[src/rtl/compare_seq_pkg.sv]
// Shared types and width helpers for compare_sequencer.
// The FSM state enum and the slice/counter width math derived from WIDTH.
package compare_seq_pkg;

  typedef enum logic [1:0] {
    IDLE,
    RUN,
    DONE
  } cs_state_t;

  // Number of 2-bit slices for a given operand width.
  function automatic int cs_slices(input int w);
    return w / 2;
  endfunction

  // Width of the slices_used counter (must hold 0..N).
  function automatic int cs_cnt_w(input int w);
    return $clog2(w / 2 + 1);
  endfunction

  // Width of the digit index (holds 0..N-1, at least 1 bit).
  function automatic int cs_idx_w(input int w);
    return (w / 2 > 1) ? $clog2(w / 2) : 1;
  endfunction

endpackage

[src/rtl/compare_sequencer_comparator_2bit.sv]
// One 2-bit magnitude comparator slice, chained MSB-first.
// Ports: a/b digit, eqp/gtp from the more significant slices, eq/gt out.
module comparator_2bit (
  input  logic [1:0] a,
  input  logic [1:0] b,
  input  logic       eqp,
  input  logic       gtp,
  output logic       eq,
  output logic       gt
);

  assign eq = eqp & (a == b);
  assign gt = gtp | (eqp & (a > b));

endmodule

[src/rtl/compare_sequencer.sv]
// Multi-cycle unsigned comparator: one 2-bit slice per cycle, MSB-first.
// Ports: clock/reset_n, in_* operand handshake, out_* result handshake, busy.
module compare_sequencer
  import compare_seq_pkg::*;
#(
  parameter int  WIDTH      = 8,
  parameter bit  EARLY_EXIT = 1'b1,
  localparam int N          = cs_slices(WIDTH),
  localparam int CW         = cs_cnt_w(WIDTH),
  localparam int IW         = cs_idx_w(WIDTH)
) (
  input  logic             clock,
  input  logic             reset_n,
  input  logic             in_valid,
  output logic             in_ready,
  input  logic [WIDTH-1:0] a,
  input  logic [WIDTH-1:0] b,
  output logic             out_valid,
  input  logic             out_ready,
  output logic             eq,
  output logic             gt,
  output logic [CW-1:0]    slices_used,
  output logic             busy
);

  cs_state_t        state_q, state_d;
  logic [WIDTH-1:0] a_q, a_d;
  logic [WIDTH-1:0] b_q, b_d;
  logic [IW-1:0]    idx_q, idx_d;
  logic [CW-1:0]    cnt_q, cnt_d;
  logic             eq_q, eq_d;
  logic             gt_q, gt_d;

  logic [1:0] a_dig;
  logic [1:0] b_dig;
  logic       s_eq;
  logic       s_gt;

  // Digit mux: shift the selected slice down to bit 0.
  assign a_dig = 2'(a_q >> {idx_q, 1'b0});
  assign b_dig = 2'(b_q >> {idx_q, 1'b0});

  comparator_2bit u_slice (
    .a   (a_dig),
    .b   (b_dig),
    .eqp (eq_q),
    .gtp (gt_q),
    .eq  (s_eq),
    .gt  (s_gt)
  );

  always_ff @(posedge clock or negedge reset_n) begin
    if (!reset_n) begin
      state_q <= IDLE;
      a_q     <= '0;
      b_q     <= '0;
      idx_q   <= '0;
      cnt_q   <= '0;
      eq_q    <= 1'b0;
      gt_q    <= 1'b0;
    end else begin
      state_q <= state_d;
      a_q     <= a_d;
      b_q     <= b_d;
      idx_q   <= idx_d;
      cnt_q   <= cnt_d;
      eq_q    <= eq_d;
      gt_q    <= gt_d;
    end
  end

  always_comb begin
    state_d = state_q;
    a_d     = a_q;
    b_d     = b_q;
    idx_d   = idx_q;
    cnt_d   = cnt_q;
    eq_d    = eq_q;
    gt_d    = gt_q;
    unique case (state_q)
      IDLE: begin
        if (in_valid) begin
          a_d     = a;
          b_d     = b;
          eq_d    = 1'b1;
          gt_d    = 1'b0;
          idx_d   = IW'(N - 1);
          cnt_d   = '0;
          state_d = RUN;
        end
      end
      RUN: begin
        eq_d  = s_eq;
        gt_d  = s_gt;
        cnt_d = cnt_q + CW'(1);
        // Once a digit differs the result is decided.
        if (idx_q == '0 || (EARLY_EXIT && !s_eq)) begin
          state_d = DONE;
        end else begin
          idx_d = idx_q - IW'(1);
        end
      end
      DONE: begin
        if (out_ready) begin
          state_d = IDLE;
        end
      end
      default: state_d = IDLE;
    endcase
  end

  assign in_ready    = (state_q == IDLE);
  assign busy        = (state_q == RUN);
  assign out_valid   = (state_q == DONE);
  assign eq          = eq_q;
  assign gt          = gt_q;
  assign slices_used = cnt_q;

endmodule

[config.mk]
export PLATFORM = sky130hd
export DESIGN_NAME = compare_sequencer
export DESIGN_NICKNAME = d
export VERILOG_FILES = /design/src/rtl/compare_seq_pkg.sv /design/src/rtl/compare_sequencer_comparator_2bit.sv /design/src/rtl/compare_sequencer.sv
export SDC_FILE = /design/constraint.sdc
export NUM_CORES = 1
export LEC_CHECK = 0
export BUFFER_PORTS_ARGS = -buffer_cell sky130_fd_sc_hd__buf_2
export CORE_MARGIN = 1
export CORE_UTILIZATION = 31
export DETAILED_ROUTE_END_ITERATION = 7
export GPL_ROUTABILITY_DRIVEN = 1
export GPL_TIMING_DRIVEN = 0
export PLACE_DENSITY = 0.49
export SYNTH_ARGS = -nofsm -noshare
export SYNTH_HDL_FRONTEND = slang
export SYNTH_SLANG_ARGS = --single-unit
export TNS_END_PERCENT = 100
[constraint.sdc]
create_clock -name clock -period 4.7 [get_ports clock]
set_input_delay 0.47 -clock clock [delete_from_list [all_inputs] [get_ports clock]]
set_output_delay 0.47 -clock clock [all_outputs]
set_load 0.03 [all_outputs]
; ---- Word-level counts from Yosys, hierarchy flattened
; Index checks and enable logic that the tools add are counted.
[totals]
regBits = 25
latchBits = 0
ram_bits = 0
rom_bits = 0
inputBits = 20
output_inout_bits = 8
wordCells = 44
mem_count = 0
[op_classes]
add_sub_neg = 2
n_mul = 0
div_mod_pow = 0
magnitude_cmp = 1
n_eq_ne = 7
shifts = 2
mux = 13
bitwise = 3
n_reduce_logical = 9
[ops]
columns = op, count
row1 = 8-bit by 3-bit >> shifter with 2-bit output, 2
row2 = 2-bit 2-to-1 mux, 5
row3 = 2-bit one-hot mux with 3 select lines, 1
row4 = 3-bit one-hot mux with 2 select lines, 1
row5 = 3-bit AND reduction, 2
row6 = 2-bit logical NOT, 2
row7 = 2-bit by 1-bit != test with 1-bit output (second input constant), 2
row8 = 2-bit != test (second input constant), 2
row9 = 1-bit one-hot mux with 2 select lines, 2
row10 = 2-bit one-hot mux with 2 select lines, 1
row11 = 2-bit AND reduction, 2
row12 = 3-bit by 1-bit adder with 3-bit output (second input constant), 1
row13 = 3-bit 2-to-1 mux, 1
row14 = 1-bit bitwise AND, 2
row15 = 2-bit by 1-bit == test with 1-bit output (second input constant), 1
row16 = 2-bit == test, 1
row17 = 2-bit == test (second input constant), 1
row18 = 2-bit > comparator, 1
row19 = 1-bit 2-to-1 mux, 2
row20 = 2-bit nonzero test, 1
row21 = 2-bit by 1-bit subtractor with 2-bit output (second input constant), 1
row22 = 1-bit logical NOT, 1
row23 = 1-bit logical OR, 1
row24 = 1-bit OR, 1

; ---- Depth between registers and ports, before layout
; Gate-level depths: netlist (run 1).
[depth]
ltp_word = 7
depth_mapped = 7
depth_no_buf = 6

; ---- Cells and area by module
; A second synthesis (run 1) with hierarchy kept.
[unflattened]
cells_unflattened = 89
area_unflattened_um2 = 1199.9
[modules_own_cells]
columns = module, instances, cells_each, area_each_um2, seq_area_each_um2
row1 = compare_sequencer, 1, 79, 1128.6, 625.6
row2 = comparator_2bit, 1, 10, 71.3, 0.0

; ---- Worst setup path after synthesis (run 1)
; Ideal clock, no wire load.
[synth_timing]
kind = register -> register
startpoint = reg idx_q[0]
endpoint = reg idx_q[0]
setup_ns = 0.079
arrival_time_ns = 1.795
t_required_ns = 4.621
slack_ns = 2.826
stages_incl_launch_ff = 7
path_buffers = 1
period_less_slack_ns = 1.874
cell_sequence = dfrtp_1 -> buf_2 -> mux4_2 -> ha_1 -> nand2_1 -> nor4_4 -> mux2i_1
[synth_between]
elab_chain_len = 7
elab_cells_between_ends = 12
classes_between = add/sub: 1 / eq/ne: 2 / shift: 2 / mux: 2 / bitwise: 1 / reduce/logical: 4
[synth_rtl]
columns = element, line_no
row1 = from (decl), compare_sequencer.sv:29  ; logic [IW-1:0] idx_q, idx_d;
row2 = from (signal assigned), compare_sequencer.sv:65  ; idx_q <= idx_d;
row3 = 8-bit by 3-bit >> shifter with 2-bit output (on tied branches), "compare_sequencer.sv:40, compare_sequencer.sv:41"
row4 = 2-bit == test, compare_sequencer_comparator_2bit.sv:12  ; assign eq = eqp & (a == b);
row5 = 1-bit bitwise AND, compare_sequencer_comparator_2bit.sv:12
row6 = 1-bit logical NOT, compare_sequencer.sv:97  ; if (idx_q == '0 || (EARLY_EXIT && !s_eq)) begin
row7 = 1-bit logical OR, compare_sequencer.sv:97
row8 = 2-bit != test (no source line), --
row9 = 3-bit AND reduction (no source line), --
; Parallel ways exist; a longest one is shown, timed or not. The select of a mux whose other input is x is not followed.
; A chain may end at the register's enable or synchronous reset.

; ---- Worst setup path after layout (run 1)
[layout_timing]
startpoint = reg idx_q[0]
endpoint = reg idx_q[1]
; The elaborated chain is that of the path after synthesis.

==> flow_summary.ini, run 1 <==
[global_routing]
grt_max_degree = 26
antenna_found_initial = 0
grt_use_total_pct = 11.7
first_global_vias = 810
grt_pass1_wl_mm = 3.60
overflow = 0

[route]
wl_mm = 2.03
detail-route-antenna-nets = 0
vias = 752
drtIter0Drc = 26
wire_per_inst_um = 12.3
drc_errors = 0
via_per_inst = 4.56
dr.pass1.iters = 4

[sta]
setup_viol = 0
period_share_pct = 44.1
worstMarginPinSlew_ns = 0.543
clock_skew_ns = 0.00284
tns_ns = 0
final_hold_viol_count = 0
min_period_ns = 2.07
drv_slew = 0
max_slew_margin_pct = 63.8
grt_setup_unrepaired = false
fmax_mhz = 483

[floorplanning]
die_h_um = 63.9
start_util_pct = 32.5
die_w_um = 63.9
rows = 22
ios = 28
dieArea_mm2 = 0.00409
core_area_mm2 = 0.00366

[critical_path]
crit_path_top_delay_cell = mux4_2
critPathArrivalTime_ns = 2.27
crit_type = flop to flop
cp_cell_sequence = buf_2 > mux4_2 > ha_1 > nand2_1 > nor4_4 > mux2i_1
worst_ep_required_time_ns = 4.90
end_kind = flop
critPathMaxStageDelay_ns = 0.55
cp_max_fo = 7
startpoint_type = flop
r2r_cells = 6
r2r_slack_ns = 2.63

[final_layout]
drive_gt1_share_pct = 49.6
layout.nets = 142
stdcell_count = 165
layout_commonest_cell = buf_2
area_delta_synth_final_pct = 20.3
diodes = 0
final_cell_mix = buf_2, dfrtp_1, mux2_2

[min_path]
hold_class = input pin to async pin

[yosys]
synth.distinct_cells = 23
yosys.area.top_type = dfrtp_1
ys.flop_type = dfrtp_1
yosys_warnings = 0
async_flop_share_pct = 100
synth_edf_count = 0
synth-seq-cells = 25
syn-num-nets = 110
syn_area_mm2 = 0.00119
syn_inst = 86
synthTopCellsByArea = dfrtp_1, mux2_2, mux4_2, ha_1, inv_1
yosys.area.top_type_share_pct = 52.6
yosysSeqAreaShare_pct = 52.6
synth_area_per_cell_um2 = 13.8

[power_and_ir_drop]
power_density_mw_per_mm2 = 642
fin_total_pwr_w = 0.000917
peakVddDrop_v = 0.000230
p_leak_nw = 0.687

[cts]
clk_latency_ns = 0.27
cts_tree = done
postCtsSetupBuffers = 0
clock-root-buffer = clkbuf_8
cts_resized = 0
clock-sinks = 25
cts_max_path_buffers = 2
htree_levels = 1
numCtsBuffers = 3
cts.clk_slew.worst_paths_ns = 0.09
postCtsHoldBufs = 0

[place]
numPortBuffers = 27
place_congestion = 0.650
place_hpwl_mm = 1.49
placed_cells = 161

[status]
status = complete, no violations

[run]
maxCapViolations = 0
[report_power, final]
part / internal, W / switching (W) / total, W
logic: 0.000210 / 0.000211 / 0.000421
clock network: 0.0000594 / 0.0000685 / 0.000128
registers: 0.000312 / 0.0000562 / 0.000369
total: 0.000582 / 0.000336 / 0.000917
[sequential cells by signal, summed over array words and instances (netlist names)]
name         cells
slices_used      3
b_q              8
a_q              8
state_q          2
gt               1
idx_q            2
eq               1
[per-stage QoR]
stage               utilization, %  hold WS [ns]  setup slack (ns)  cell area, µm²
finish                        39.1         0.171              2.63            1430
global route                  39.1         0.221              2.48            1430
CTS                           39.1         0.195              2.57            1430
detailed placement            37.8         0.494              2.62            1380
global placement              37.8         0.487              2.62            1380
floorplan                        -         0.174              2.83            1190
[cell type report]
| cell class | count | area (µm²) |
|---|---|---|
| inverter | 9 | 33.8 |
| multi-input combinational | 49 | 502 |
| tap | 48 | 60.1 |
| timing repair buffer | 27 | 135 |
| clock inverter | 1 | 5.00 |
| fill | 362 | 2230 |
| clock buffer | 3 | 41.3 |
| sequential | 25 | 626 |
| buffer | 3 | 27.5 |
[cells by family (layout without fill, tap and decap cells)]
family	count (synthesis)	after routing	synth area share, %
compound gates	6	6	3.37
xor+xnor	1	1	0.737
fa+ha+maj	4	4	4.21
buf+inv	12	43	5.16
flops	25	25	52.6
mux	22	22	24.4
simple gates	16	16	9.47
[final timing paths]
path,to,from
setup reg to reg,idx_q[1],idx_q[0]
setup / recovery,idx_q[1],idx_q[0]
max in group asynchronous,b_q[0],reset_n
hold / removal,state_q[0],reset_n
min in group clock,a_q[7],a[7]
hold reg to reg,a_q[1],a_q[1]
[critical path: cells and delay by family (launching register included)]
family,cells,cell delay [ns]
flip-flops,1,0.32
AND/OR/NAND/NOR,2,0.36
adder cells (fa/ha/maj),1,0.32
multiplexers,2,0.77
buffers and inverters,1,0.21
[routing by layer]
layer,vias to the layer above,track usage [%],wire [µm]
met5,-,0,0
met4,0,5.11,36
met3,3,2.50,96
met2,21,20.3,1010
met1,371,13.7,884
li1,357,-,-
[synthesized netlist by cell type, types with 2 or more instances]
library cell and n:
buf_6 2, dfrtp_1 25, ha_1 4, inv_1 9
mux2_2 16, mux2i_1 2, mux4_2 4, nand2_1 4
nand3b_1 2, nor2_1 4, o21ai_0 2
Power figures use the tool's default switching activity.
==> run 2: changes to the inputs <==
ABC_AREA = 1   (was unset)
PLACE_DENSITY = 0.5   (was 0.49)
clock period = 1.7 ns   (was 4.7 ns; I/O delays follow)
==> flow_summary.ini, run 2 <==
[power_and_ir_drop]
p_leak_nw = 0.840
peakVddDrop_v = 0.000790
fin_total_pwr_w = 0.00321
power_density_mw_per_mm2 = 2050

[global_routing]
grt_use_total_pct = 13.8
antenna_found_initial = 0
overflow = 0
grt_pass1_wl_mm = 4.60
first_global_vias = 1063
grt_max_degree = 26

[min_path]
hold_class = input pin to flop

[sta]
final_hold_viol_count = 0
fin_hold_ws_ns = 0.0892
min_period_ns = 1.67
clock_skew_ns = 0.00248
max_slew_margin_pct = 63.1
tns_ns = 0
worstMarginPinSlew_ns = 0.553
fin_ws_ns = 0.0299
fmax_mhz = 599
setup_viol = 0
drv_slew = 0
period_share_pct = 98.2

[place]
post-place-ws_ns = -0.0498
place_congestion = 0.723
place_hpwl_mm = 1.93
numPortBuffers = 26

[run]
maxCapViolations = 0

[yosys]
yosys_warnings = 0
syn_area_mm2 = 0.00126
synthTopCellsByArea = dfrtp_1, nand2_1, nand3_1, ha_1, inv_1
synth-seq-cells = 25
synth.distinct_cells = 21
syn_inst = 153
yosys.area.top_type = dfrtp_1
yosysMostFrequentCell = nand2_1
async_flop_share_pct = 100
synth_area_per_cell_um2 = 8.24
synth_edf_count = 0
yosys.area.top_type_share_pct = 49.7
yosysSeqAreaShare_pct = 49.7
ys.flop_type = dfrtp_1
netlist_top_cells_count = nand2_1, dfrtp_1, nand3_1, inv_1, nor2_1
syn-num-nets = 177

[route]
drtIter0Drc = 35
wire_per_inst_um = 11.2
vias = 1083
detail-route-antenna-nets = 0
dr.pass1.iters = 4
wl_mm = 2.63
via_per_inst = 4.61
drc_errors = 0

[critical_path]
startpoint_type = flop
critPathArrivalTime_ns = 1.83
end_kind = flop
worst_ep_required_time_ns = 1.86
crit_type = flop to flop
cp_max_fo = 5

[floorplanning]
start_util_pct = 33.4
dieArea_mm2 = 0.00432
die_w_um = 65.8
die_h_um = 65.8
core_area_mm2 = 0.00377
ios = 28
rows = 22

[final_layout]
layout.nets = 212
layout_commonest_cell = nand2_1
area_delta_synth_final_pct = 24.0
drive_gt1_share_pct = 27.8
final_cell_mix = nand2_1, buf_2, nand3_1
utilization_pct = 41.4
diodes = 0

[cts]
clock-sinks = 25
clock-root-buffer = clkbuf_8
htree_levels = 1
numCtsBuffers = 3
cts_max_path_buffers = 2
clk_latency_ns = 0.26
cts.clk_slew.worst_paths_ns = 0.09
cts_tree = done

[status]
status = complete, no violations
-- run 2: cell count changes after synthesis, moves of 3 or more --
cell and change:
o21ai_0 +3, nand2_1 +54, o22ai_1 +3, mux4_2 -4, nor2_1 +3, nand3_1 +25, mux2_2 -16
-- run 2: layer usage --
layer  up-vias  track usage, %  routed length [µm]
li1        559               -                   -
met1       501            17.3                1250
met2        21            23.9                1260
met3         2            2.78                 110
met4         0            3.26                  13
met5         -               0                   0
-- run 2: cell type report --
type,count,area (µm²)
Fill cell,413,2210
Sequential cell,25,627
Multi-Input combinational cell,112,573
Timing Repair Buffer,29,159
Tap cell,48,60.1
Buffer,6,51.3
Clock buffer,4,45.0
Inverter,10,42.5
Timing Repair inverter,1,5.00
-- run 2: final timing paths --
kind / startpoint / end / slack [ns] / depth (start not counted)
setup / recovery: idx_q[0] / idx_q[0] / 0.03 / 11
hold / removal: out_ready / state_q[1] / 0.09 / 2
setup reg to reg: idx_q[0] / idx_q[0] / 0.03 / 11
hold reg to reg: a_q[4] / a_q[4] / 0.48 / 2
max in group asynchronous: reset_n / idx_q[1] / 0.88 / 2
min in group asynchronous: reset_n / a_q[5] / 0.42 / 2
-- run 2: what timing repair did --
item,4_1_cts,5_1_grt
gates cloned,0,1
setup endpoints to repair,3,6
hold buffers,1,0
hold endpoints to repair,25,0
gates resized for setup,3,13
buffers inserted,0,2
pin swaps,0,4
-- run 2: stage by stage --
stage	cell area (µm²)	cells
after CTS	1510	232
after global routing	1560	235
final	1560	235
after detailed placement	1450	227
after global placement	1450	227
after floorplan	1260	153
-- run 2: critical path, stage by stage (launching register included) --
cell and delay, ns:
dfrtp_1 0.41, buf_6 0.14, inv_6 0.06, o21ai_0 0.07, o22ai_1 0.25, ha_4 0.26, nand2_2 0.06, inv_2 0.05
nand3_4 0.09, nand2_2 0.07, nand2_1 0.06, nand2_1 0.05
-- run 2: power by group --
| group | leakage [nW] | switching [W] | internal (W) | total [W] |
|---|---|---|---|---|
| combinational | 0.508 | 0.00109 | 0.000693 | 0.00178 |
| clock | 0.0228 | 0.000184 | 0.000167 | 0.000351 |
| sequential | 0.309 | 0.000203 | 0.000872 | 0.00107 |
-- run 2: cells by family after synthesis --
family	count (synthesis)	share of synthesized area [%]
fa+ha+maj	4	3.97
compound gates	11	4.87
simple gates	96	34.3
flops	25	49.7
xor+xnor	1	0.695
buf+inv	16	6.55
==> run 3: changes to the inputs <==
ABC_AREA = unset   (was 1)
BUFFER_PORTS_ARGS = unset   (was -buffer_cell sky130_fd_sc_hd__buf_2)
CTS_CLUSTER_SIZE = 16   (was unset)
DONT_BUFFER_PORTS = 1   (was unset)
PLACE_DENSITY = 0.44   (was 0.5)
==> flow_summary.ini, run 3 (synthesized netlist as in run 1, its figures left out) <==
[route]
drc_errors = 0
wire_per_inst_um = 15.1
drtIter0Drc = 24
detail-route-antenna-nets = 0
wl_mm = 2.15
via_per_inst = 4.75
dr.pass1.iters = 4
vias = 674

[critical_path]
cp.buffers_inverters = 2
critPathTopFamily = multiplexers
cp_cell_sequence = buf_6 > mux4_2 > ha_4 > nand2_4 > nor4_4 > buf_4 > mux2i_1
critPathMaxStageDelay_ns = 0.53
critPathArrivalTime_ns = 2.10
worst_ep_required_time_ns = 1.90
cp_max_fo = 6
startpoint_type = flop
end_kind = flop
crit_type = flop to flop
crit_path_top_delay_cell = mux4_2

[cts]
cts_tree = done
clock-sinks = 25
htree_levels = 1
clock-root-buffer = clkbuf_8
clk_latency_ns = 0.27
numCtsBuffers = 3
cts.clk_slew.worst_paths_ns = 0.09
cts_max_path_buffers = 2

[power_and_ir_drop]
p_leak_nw = 0.606
fin_total_pwr_w = 0.00271
power_density_mw_per_mm2 = 1950
peakVddDrop_v = 0.000718

[global_routing]
grt_max_degree = 26
antenna_found_initial = 0
overflow = 0
grt_use_total_pct = 11.9
grt_pass1_wl_mm = 3.57
first_global_vias = 741

[sta]
fin_ws_ns = -0.203
period_share_pct = 112
drv_slew = 0
grt_setup_unrepaired = true
max_slew_margin_pct = 63.8
tns_ns = -0.755
setup_viol = 6
min_period_ns = 1.90
worstMarginPinSlew_ns = 0.541
clock_skew_ns = 0.00261
final_hold_viol_count = 0
fmax_mhz = 526

[final_layout]
stdcell_count = 142
diodes = 0
drive_gt1_share_pct = 42.6
layout_commonest_cell = dfrtp_1
final_cell_mix = dfrtp_1, mux2_2, inv_1
fillers = 368
seqCellArea_um2 = 626
multi_input_area_um2 = 544
layout.nets = 119
area_delta_synth_final_pct = 16.8

[run]
maxCapViolations = 0

[place]
numPortBuffers = 0
place_congestion = 0.653
place_hpwl_mm = 1.55
placed_cells = 134

[floorplanning]
rows = 22
core_area_mm2 = 0.00366
start_util_pct = 32.5
die_w_um = 63.9
ios = 28
die_h_um = 63.9
dieArea_mm2 = 0.00409

[status]
violations = negative setup slack
status = complete, but fails checks

[min_path]
hold_class = input pin to flop
run 3: cell types whose count changed in the layout (fill, tap and decap cells not counted), sizes merged, moves of 3 or more:
cell,change
buf,-28
mux2,+16
mux4,+4
nand2,-56
nand3,-26
nor2,-5
o21ai,-5
o22ai,-3
run 3: final timing paths:
kind | start | end | slack, ns | cells past startpoint
worst min-delay path | b[6] | b_q[6] | 0.04 | 1
worst min register to register | b_q[4] | b_q[4] | 0.51 | 1
min in group asynchronous | reset_n | b_q[0] | 0.34 | 2
worst max register to register | idx_q[0] | idx_q[1] | -0.20 | 7
worst max-delay path | idx_q[0] | idx_q[1] | -0.20 | 7
max in group asynchronous | reset_n | eq | 1.21 | 2
run 3: metal layers:
layer  vias to the layer above  routed length, µm  track usage [%]
li1                        312                  -                -
met1                       338                900             13.4
met2                        22               1040             19.0
met3                         2                176             5.89
met4                         0                 29             5.11
met5                         -                  0                0
run 3: metrics by stage:
stage               setup WS (ns)  hold WS (ns)  cell area (µm²)  util, %
CTS                        -0.217        0.0345             1390     37.9
detailed placement         -0.252        -0.125             1290     35.2
finish                     -0.203        0.0423             1390     37.9
floorplan                  -0.100        -0.126             1230        -
global route               -0.349        0.0308             1390     37.9
global placement           -0.250        -0.125             1290     35.2
run 3: what timing repair did:
item,4_1_cts,5_1_grt
pin swaps,1,0
hold endpoints to repair,25,0
setup buffers,2,1
resized for setup,3,0
hold buffers,2,0
setup endpoints to repair,6,6
run 3: where the power goes:
part / leakage, nW / switching [W] / internal (W)
Sequential: 0.295 / 0.000250 / 0.000863
Clock: 0.0255 / 0.000193 / 0.000164
Combinational: 0.286 / 0.000568 / 0.000670
Total: 0.606 / 0.00101 / 0.00170
run 3: cell type report:
type / count / area share (%)
Timing Repair Buffer: 4 / 3.24
Tap cell: 48 / 4.32
Multi-Input combinational cell: 49 / 39.2
Buffer: 3 / 2.43
Sequential cell: 25 / 45.0
Clock inverter: 1 / 0.360
Inverter: 9 / 2.43
Clock buffer: 3 / 2.97
